## src/rtl/adc_serial_capture.sv

```systemverilog
// Serial ADC capture engine: paces conversions at a fixed sample rate, drives
// a 3-wire ADC interface and deserialises each frame MSB-first into a
// parallel sample with a one-cycle valid strobe.
//
// Ports:
//   clk        in   10 MHz clock from the divider stage
//   rst        in   asynchronous active-low reset
//   en         in   enables periodic conversions
//   sdata      in   serial data from the ADC (changes after sclk falls)
//   cs_n       out  ADC chip select, active low
//   sclk       out  serial clock, clk/2 during a frame, idles high
//   data_out   out  last captured sample (DATA_W bits)
//   data_valid out  one-cycle pulse when data_out updates
//   fmt_err    out  pulses with data_valid when a leading frame bit was set
//   busy       out  high from cs_n fall until the quiet time ends
module adc_serial_capture #(
  parameter int unsigned DATA_W    = 12,
  parameter int unsigned FRAME_LEN = 16,
  parameter int unsigned PERIOD    = 250,
  parameter int unsigned QUIET     = 4
) (
  input  logic              clk,
  input  logic              rst,
  input  logic              en,
  input  logic              sdata,
  output logic              cs_n,
  output logic              sclk,
  output logic [DATA_W-1:0] data_out,
  output logic              data_valid,
  output logic              fmt_err,
  output logic              busy
);

  localparam int unsigned CNT_W = (PERIOD > 1) ? $clog2(PERIOD) : 1;
  localparam int unsigned BIT_W = $clog2(FRAME_LEN + 1);
  localparam int unsigned Q_W   = $clog2(QUIET + 1);

  typedef enum logic [1:0] {
    IDLE  = 2'd0,
    CONV  = 2'd1,
    QUIET_ST = 2'd2
  } state_t;

  state_t                 state_q, state_d;
  logic [CNT_W-1:0]       period_q, period_d;
  logic [BIT_W-1:0]       bit_q, bit_d;
  logic [Q_W-1:0]         quiet_q, quiet_d;
  logic [FRAME_LEN-1:0]   shift_q, shift_d;
  logic                   cs_n_d, sclk_d, valid_d, err_d, busy_d;
  logic [DATA_W-1:0]      data_d;
  logic                   start_c;

  // Start request: enabled and the sample-rate counter sits at zero.
  assign start_c = en && (period_q == '0);

  // State and registered outputs.
  always_ff @(posedge clk or negedge rst) begin
    if (!rst) begin
      state_q    <= IDLE;
      period_q   <= '0;
      bit_q      <= '0;
      quiet_q    <= '0;
      shift_q    <= '0;
      cs_n       <= 1'b1;
      sclk       <= 1'b1;
      data_out   <= '0;
      data_valid <= 1'b0;
      fmt_err    <= 1'b0;
      busy       <= 1'b0;
    end else begin
      state_q    <= state_d;
      period_q   <= period_d;
      bit_q      <= bit_d;
      quiet_q    <= quiet_d;
      shift_q    <= shift_d;
      cs_n       <= cs_n_d;
      sclk       <= sclk_d;
      data_out   <= data_d;
      data_valid <= valid_d;
      fmt_err    <= err_d;
      busy       <= busy_d;
    end
  end

  // Next-state and next-output logic.
  always_comb begin
    state_d  = state_q;
    bit_d    = bit_q;
    quiet_d  = quiet_q;
    shift_d  = shift_q;
    cs_n_d   = cs_n;
    sclk_d   = sclk;
    data_d   = data_out;
    valid_d  = 1'b0;
    err_d    = 1'b0;
    busy_d   = busy;

    // Sample-rate counter free-runs while enabled, parked at zero otherwise.
    if (!en) begin
      period_d = '0;
    end else if (period_q == CNT_W'(PERIOD - 1)) begin
      period_d = '0;
    end else begin
      period_d = period_q + CNT_W'(1);
    end

    case (state_q)
      IDLE: begin
        if (start_c) begin
          state_d = CONV;
          cs_n_d  = 1'b0;
          busy_d  = 1'b1;
          sclk_d  = 1'b1;
          bit_d   = '0;
        end
      end

      CONV: begin
        if (bit_q == BIT_W'(FRAME_LEN)) begin
          // All bits in (sclk is high here): close the frame and publish.
          state_d = QUIET_ST;
          cs_n_d  = 1'b1;
          sclk_d  = 1'b1;
          data_d  = shift_q[DATA_W-1:0];
          valid_d = 1'b1;
          err_d   = ((shift_q >> DATA_W) != '0);
          quiet_d = '0;
        end else begin
          sclk_d = ~sclk;
          // This edge raises sclk: capture the bit the ADC set up on the fall.
          if (!sclk) begin
            shift_d = {shift_q[FRAME_LEN-2:0], sdata};
            bit_d   = bit_q + BIT_W'(1);
          end
        end
      end

      QUIET_ST: begin
        if (quiet_q == Q_W'(QUIET - 1)) begin
          state_d = IDLE;
          busy_d  = 1'b0;
        end else begin
          quiet_d = quiet_q + Q_W'(1);
        end
      end

      default: begin
        state_d = IDLE;
        cs_n_d  = 1'b1;
        sclk_d  = 1'b1;
        busy_d  = 1'b0;
      end
    endcase
  end

endmodule

```

## config.mk

```make
export PLATFORM = sky130hd
export DESIGN_NAME = adc_serial_capture
export DESIGN_NICKNAME = d
export VERILOG_FILES = /design/src/rtl/adc_serial_capture.sv
export SDC_FILE = /design/constraint.sdc
export NUM_CORES = 1
export LEC_CHECK = 0
export BUFFER_PORTS_ARGS = -buffer_cell sky130_fd_sc_hd__buf_2
export CORE_MARGIN = 2
export CORE_UTILIZATION = 50
export DETAILED_ROUTE_END_ITERATION = 8
export PLACE_DENSITY = 0.72
export SLEW_MARGIN = 20
export SYNTH_ARGS = -nofsm -noshare
export SYNTH_HDL_FRONTEND = slang
export SYNTH_SLANG_ARGS = --single-unit
export TNS_END_PERCENT = 1
```

## constraint.sdc

```tcl
create_clock -name clk -period 5.2 [get_ports clk]
set_input_delay 0.52 -clock clk [delete_from_list [all_inputs] [get_ports clk]]
set_output_delay 0.52 -clock clk [all_outputs]
set_load 0.05 [all_outputs]
```

### After elaboration in Yosys (flattened, before gate mapping)

Cells that the tools add are included.

* add/sub/neg operators: 3
* eq/ne operators: 11
* mux-type cells: 25
* bitwise logic cells: 4
* reductions and logical operators: 14

Operator list (number)
* 8-bit two-way mux: 2
* 16-bit nonzero test: 1
* 5-bit two-way mux: 3
* 3-bit AND reduction: 5
* 2-bit inequality test (second input constant): 6
* 5-bit case mux with 2 select lines: 1
* 1-bit two-way mux: 9
* 1-bit case mux with 3 select lines: 3
* 8-bit by 1-bit adder with 8-bit output (second input constant): 1
* 8-bit equality test (second input constant): 1
* 8-bit zero test: 1
* 2-bit two-way mux: 3
* 3-bit two-way mux: 2
* 2-bit case mux with 3 select lines: 1
* 3-bit case mux with 2 select lines: 1
* 5-bit by 1-bit adder with 5-bit output (second input constant): 1
* 5-bit equality test (second input constant): 1
* 1-bit NOT: 4
* 2-bit AND reduction: 2
* 4-bit AND reduction: 1
* 2-bit nonzero test: 2
* 3-bit by 1-bit adder with 3-bit output (second input constant): 1
* 3-bit by 2-bit equality test with 1-bit output (second input constant): 1
* 2-bit by 1-bit equality test with 1-bit output (second input constant): 1
* 3 further kinds: 3

* register bits after elaboration: 51
* input bits: 4
* output and inout bits: 17
* word-level logic and storage cells: 68

### Longest topological paths before layout

Gate-level depths: netlist of run 1.

* depth in word-level cells: 4
* mapped depth: 7
* depth with buffers taken out: 6

### Worst setup path after synthesis of run 1

Ideal clock, no wire load.

* path type: reg-to-reg
* start: reg bit_q[0]
* end: reg data_out[1]
* setup time: 125 ps
* arrival time: 1582 ps
* data required time: 5075 ps
* path slack: 3493 ps
* stages on the path, launching flop included: 7
* path buffers: 0
* clock period less this slack: 1707 ps
* cells stage by stage: dfrtp_1 > inv_1 > ha_1 > and4bb_2 > nand3_2 > clkinv_1 > mux2_2

* word-level cells in the longest chain between the ends: 2

Ends and longest elaborated chain
* start: declaration: RTL line 46 `logic [BIT_W-1:0] bit_q, bit_d;`
* start signal: assignment: RTL line 73 `bit_q <= bit_d;`
* 5-bit equality test: RTL line 119 `if (bit_q == BIT_W'(FRAME_LEN)) begin`
* 2-bit AND reduction (no line)
* end signal: assignment: RTL line 78 `data_out <= data_d;`
* end: declaration: RTL line 28 `output logic [DATA_W-1:0] data_out,`

Every way passes these cells.
A chain may end at the register's enable or synchronous reset.

### Worst setup path in the final report of run 1

* start: reg bit_q[0]
* end: reg data_out[3]

Same word-level chain as after synthesis.

==> results.cfg, run 1 <==
[run_status]
outcome = finished, final reports clean

[cts]
cts_inserted_buffers = 5
cts_max_level = 2
ctsResizeCount = 0
cts-root-buf = clkbuf_8
cts_sinks = 51
ctsHoldBuffers = 0
cts_tree = yes
clock_path_buffers = 2
clkTransAtPathRegs_ns = 0.10
postCtsSetupBuffers = 0
worstSkewPairLatency_ns = 0.30

[route]
firstDrtPassIters = 4
drc = 0
ant_nets = 0
viasPerCell = 5.50
routedWlPerCell_um = 15.0
vias = 1374
drt_iter0_drc = 62
totalWireLength_um = 3750

[finish]
num_antenna_cells = 0
area_growth_pct = 9.98
fill_cells = 362
drive_above_1_share = 0.333
layout.nets = 208

[sta]
rsz0062_at_grt = false
fin_tns_setup_ns = 0
setup_violations = 0
setup_slack_ns = 3.26
finalMaxSlewViolations = 0
max_freq_mhz = 515
finalCritPeriodShare = 0.373
min_period_ns = 1.94
relSlewSlack = 0.415
skew_ns = 0.0130
worst_slew_pin_slew_ns = 0.870
hold_viol = 0

[floorplan]
fp.dieH_um = 71
die_w_um = 71
dieArea_um2 = 5040
start_util = 0.516
row_count = 24
core_area_um2 = 4350
io_pins = 21

[setup_path]
reg2reg_depth = 6
worstPathArrival_ns = 2.13
reg2reg_to = data_out[3]$_DFFE_PN0P_
crit_fanout = 9
critical_path.max_stage_delay_ns = 0.43
path_class = reg -> reg
cp-end-kind = flop
r2r_slack_ns = 3.26
rr_startpoint = bit_q[0]$_DFFE_PN0P_
path_cells = inv_1, ha_1, and4bb_2, nand3_2, clkinv_1, mux2_2
critical_path.startpoint_type = flop
critPathRequiredTime_ns = 5.39
slowest_stage = dfrtp_1

[global_routing]
grt_overflow_total = 0
grt_max_degree = 52
grt_usage = 0.161
grt_pass1_wl_um = 6420
grt_pass1_vias = 1409
grt_antenna_before_repair = 0

[placement]
io_buffers = 20
pre_cts_slack_ns = 3.26
hpwl_um = 2640
place.gp.congestion = 0.871

[pwr]
power.density_nw_per_um2 = 591
p_leak_uw = 0.00118
ir_drop_uv = 335

[yosys]
avgSynthCellArea_um2 = 12.9
synthFlopType = dfrtp_1
synth-warning-count = 0
synth_area_um2 = 2240
synth_nets = 185
async_flop_share = 1.00
synth_edf_count = 0
ys_seq_area_frac = 0.570
netlist-cell-type-count = 35
synth_seq_cells = 51
synth_cells = 174

[job]
cap_violations = 0

[hold_path]
min_path_type = in -> async
routing by layer:
| layer | share of wire | track usage |
|---|---|---|
| met5 | 0 | 0 |
| met3 | 0.038 | 0.0427 |
| met4 | 0.013 | 0.0440 |
| met1 | 0.46 | 0.219 |
| met2 | 0.49 | 0.258 |
layout by cell type, fill, tap and decap left out:
master / instances
xor2_1: 2
nor4_2: 1
nand4bb_1: 2
clkbuf_8: 5
nand2_1: 8
clkinv_1: 1
a311o_1: 1
nor2_1: 9
xnor2_1: 2
or3_1: 6
a2bb2oi_1: 1
or3b_2: 1
nand4_1: 1
inv_6: 2
dfstp_2: 2
nor4_1: 2
or4b_1: 1
buf_2: 19
or3b_4: 1
clkinvlp_4: 1
and4bb_2: 1
mux2_2: 20
nand2b_4: 1
mux2_4: 8
dfrtp_1: 49
buf_4: 1
o21ai_0: 10
or2_2: 2
o22ai_1: 4
mux2i_1: 1
ha_1: 7
nand3_1: 4
a21oi_1: 4
nor3_1: 3
nand3_2: 1
inv_1: 10
nand2b_1: 3
o31ai_1: 1
state kept, by name (all words and copies together) (netlist names):
register,cells
fmt_err,1
shift_q,16
period_q,8
data_out,12
busy,1
data_valid,1
sclk,1
bit_q,5
quiet_q,3
state_q,2
cs_n,1
worst max-delay path by stage:
stage	start	end	slack [ns]	cells past startpoint
after floorplan	bit_q[0]$_DFFE_PN0P_	data_out[1]$_DFFE_PN0P_	3.49	6
after global placement	bit_q[0]$_DFFE_PN0P_	data_out[5]$_DFFE_PN0P_	3.35	6
after detailed placement	bit_q[0]$_DFFE_PN0P_	data_out[3]$_DFFE_PN0P_	3.26	6
after CTS	bit_q[0]$_DFFE_PN0P_	data_out[3]$_DFFE_PN0P_	3.25	6
after global routing	bit_q[0]$_DFFE_PN0P_	data_out[3]$_DFFE_PN0P_	3.17	6
final	bit_q[0]$_DFFE_PN0P_	data_out[3]$_DFFE_PN0P_	3.26	6
area by class of cell:
cell class	instances	area, um2	share of cell area
Sequential cell	51	1280	0.518
Clock buffer	5	68.8	0.0279
Clock inverter	3	25.0	0.0101
Inverter	11	41.3	0.0167
Tap cell	52	65.1	0.0264
Timing Repair Buffer	20	103	0.0416
Multi-Input combinational cell	108	887	0.359
cells by family (layout without fill, tap and decap cells):
kind of cell,Yosys count,count (layout),share of synthesized area
simple gates,47,47,0.128
mux,29,29,0.158
compound gates,21,21,0.0541
flops,51,51,0.570
buf+inv,15,39,0.0351
fa+ha+maj,7,7,0.0390
xor+xnor,4,4,0.0156
critical path, delay by kind of cell (launching register included):
kind	cells	cell delay (ns)
simple gates	2	0.55
flops	1	0.43
mux	1	0.36
buf+inv	2	0.31
fa+ha+maj	1	0.18
synth_stat cells (4+ instances only):
cell type	count	area, um2
o22ai_1	4	25.0
mux2_2	20	225
nand2_1	8	30.0
inv_1	10	37.5
mux2_4	8	120
nand3_1	4	20.0
o21ai_0	10	50.1
nor2_1	9	33.8
or3_1	6	37.5
ha_1	7	87.6
dfrtp_1	49	1230
a21oi_1	4	20.0
power breakdown:
group	total, uW	internal (uW)	switching (uW)
Sequential	645	539	106
Clock	233	98.3	135
Combinational	582	255	327
Total	1460	892	568
stage by stage:
| stage | std cells | total power (uW) | cell area (um2) | utilization | hold WS [ns] |
|---|---|---|---|---|---|
| after global routing | 250 | 1550 | 2470 | 0.567 | 0.263 |
| after global placement | 242 | 1210 | 2370 | 0.545 | 0.470 |
| final | 250 | 1460 | 2470 | 0.567 | 0.232 |
| after floorplan | 174 | 1130 | 2240 | - | 0.224 |
| after detailed placement | 242 | 1240 | 2370 | 0.545 | 0.487 |
| after CTS | 250 | 1480 | 2470 | 0.566 | 0.432 |
No activity file was read; power rests on OpenSTA's default activity.
==> run 2: changes to the inputs <==
==> constraint.sdc (replaced) <==
create_clock -name clk -period 2 [get_ports clk]
set_input_delay 0.2 -clock clk [delete_from_list [all_inputs] [get_ports clk]]
set_output_delay 0.2 -clock clk [all_outputs]
set_load 0.05 [all_outputs]
==> run 2 against run 1 <==
The flow now finishes with violations (hold timing). Routed wire length shrank 4.0%. Highest routed layer unchanged. Critical path depth unchanged. Critical endpoint is now data_out[4]$_DFFE_PN0P_. Largest power group unchanged. Via count grew 0.87%.
==> results.cfg, run 2 (synthesis results as in run 1) <==
[global_routing]
grt_overflow_total = 0
grt_max_degree = 52
grt_antenna_before_repair = 0
grt_pass1_vias = 1358
grt_pass1_wl_um = 6070
grt_usage = 0.155

[finish]
largest_registers = shift_q x16, data_out x12, period_q x8
largest_register_ffs = 16
area_growth_pct = 11.4
most-common-layout-cells = 49 x dfrtp_1, 20 x mux2_2, 20 x buf_2, 10 x inv_1, 10 x o21ai_0
num_antenna_cells = 0
fin_cells = 254
layout.nets = 212
top_register = shift_q
drive_above_1_share = 0.347
final_common_cell = dfrtp_1

[sta]
fin_hold_ws_ns = -0.000247
skew_ns = 0.0117
relSlewSlack = 0.586
rsz0062_at_grt = false
fin_tns_setup_ns = 0
finalCritPeriodShare = 0.912
min_period_ns = 1.82
max_freq_mhz = 548
setup_violations = 0
finalMaxSlewViolations = 0
worst_slew_pin_slew_ns = 0.620
hold_viol = 1

[route]
totalWireLength_um = 3600
viasPerCell = 5.46
vias = 1386
drt_iter0_drc = 99
firstDrtPassIters = 4
routedWlPerCell_um = 14.2
ant_nets = 0
drc = 0

[cts]
ctsHoldBuffers = 0
clkTransAtPathRegs_ns = 0.09
ctsResizeCount = 0
worstSkewPairLatency_ns = 0.30
cts_sinks = 51
cts-root-buf = clkbuf_8
cts_max_level = 2
cts_tree = yes
cts_inserted_buffers = 5
postCtsSetupBuffers = 0
clock_path_buffers = 2

[job]
cap_violations = 0

[floorplan]
die_w_um = 71
io_pins = 21
row_count = 24
fp.dieH_um = 71
dieArea_um2 = 5040
core_area_um2 = 4350
start_util = 0.516

[run_status]
outcome = complete, but fails checks
violations = hold timing

[placement]
io_buffers = 20
place.gp.congestion = 0.859
placed_cells = 246
hpwl_um = 2530

[setup_path]
path_class = reg -> reg
critPathRequiredTime_ns = 2.18
critical_path.startpoint_type = flop
cp-end-kind = flop
crit_fanout = 8
worstPathArrival_ns = 2.00
worstSetupStartpoint = bit_q[0]$_DFFE_PN0P_
rr_startpoint = bit_q[0]$_DFFE_PN0P_

[pwr]
ir_drop_uv = 761
power.density_nw_per_um2 = 1520
p_leak_uw = 0.00120

[hold_path]
min_path_type = in -> async
-- run 2: cell types whose count changed in the layout (fill, tap and decap cells not counted), sizes merged --
cell and delta:
clkinv +1, inv -2, buf +4, clkbuf +1
-- run 2: layout make-up --
type                       count  area [um2]
timing repair buffer          24         130
tap                           52        65.1
clock buffer                   6        82.6
fill                         356        1850
multi-input combinational    108         887
clock inverter                 2        16.3
sequential                    51        1280
inverter                      11        41.3
-- run 2: critical path, stage by stage, from the launching register on --
cell and delay, ns:
dfrtp_1 0.42, inv_1 0.07, ha_1 0.23, and4bb_2 0.29, nand3_2 0.10, clkinv_1 0.24, mux2_2 0.35
-- run 2: path summary, 6_finish.rpt --
path	end	slack (ns)	cells after the start
min	busy$_DFFE_PN0P_	-0.0002	2
max reg2reg	data_out[4]$_DFFE_PN0P_	0.18	6
min in group clk	shift_q[0]$_DFFE_PN0P_	0.13	2
max	data_out[4]$_DFFE_PN0P_	0.18	6
max in group asynchronous	period_q[4]$_DFF_PN0_	1.58	2
min reg2reg	quiet_q[0]$_DFFE_PN0P_	0.49	1
-- run 2: routing by layer --
| layer | global-route usage | up-vias | routed length (um) |
|---|---|---|---|
| li1 | - | 663 | - |
| met4 | 0.0629 | 0 | 53 |
| met5 | 0 | - | 0 |
| met1 | 0.198 | 696 | 1640 |
| met3 | 0.0356 | 5 | 125 |
| met2 | 0.255 | 22 | 1790 |
-- run 2: stage by stage --
stage | util | cell area, um2 | power (uW) | setup WS (ns) | hold WS (ns)
2_1_floorplan | - | 2240 | 2940 | 0.293 | -0.0956
3_3_place_gp | 0.552 | 2400 | 3160 | 0.286 | 0.330
3_5_place_dp | 0.552 | 2400 | 3230 | 0.202 | 0.347
4_1_cts | 0.574 | 2500 | 3850 | 0.158 | 0.0213
5_1_grt | 0.574 | 2500 | 4030 | 0.0702 | 0.0451
6_report | 0.574 | 2500 | 3810 | 0.176 | -0.000247
-- run 2: power by group --
part / switching, uW / internal [uW]
registers: 248 / 1400
clock network: 329 / 283
logic: 869 / 678
total: 1450 / 2360
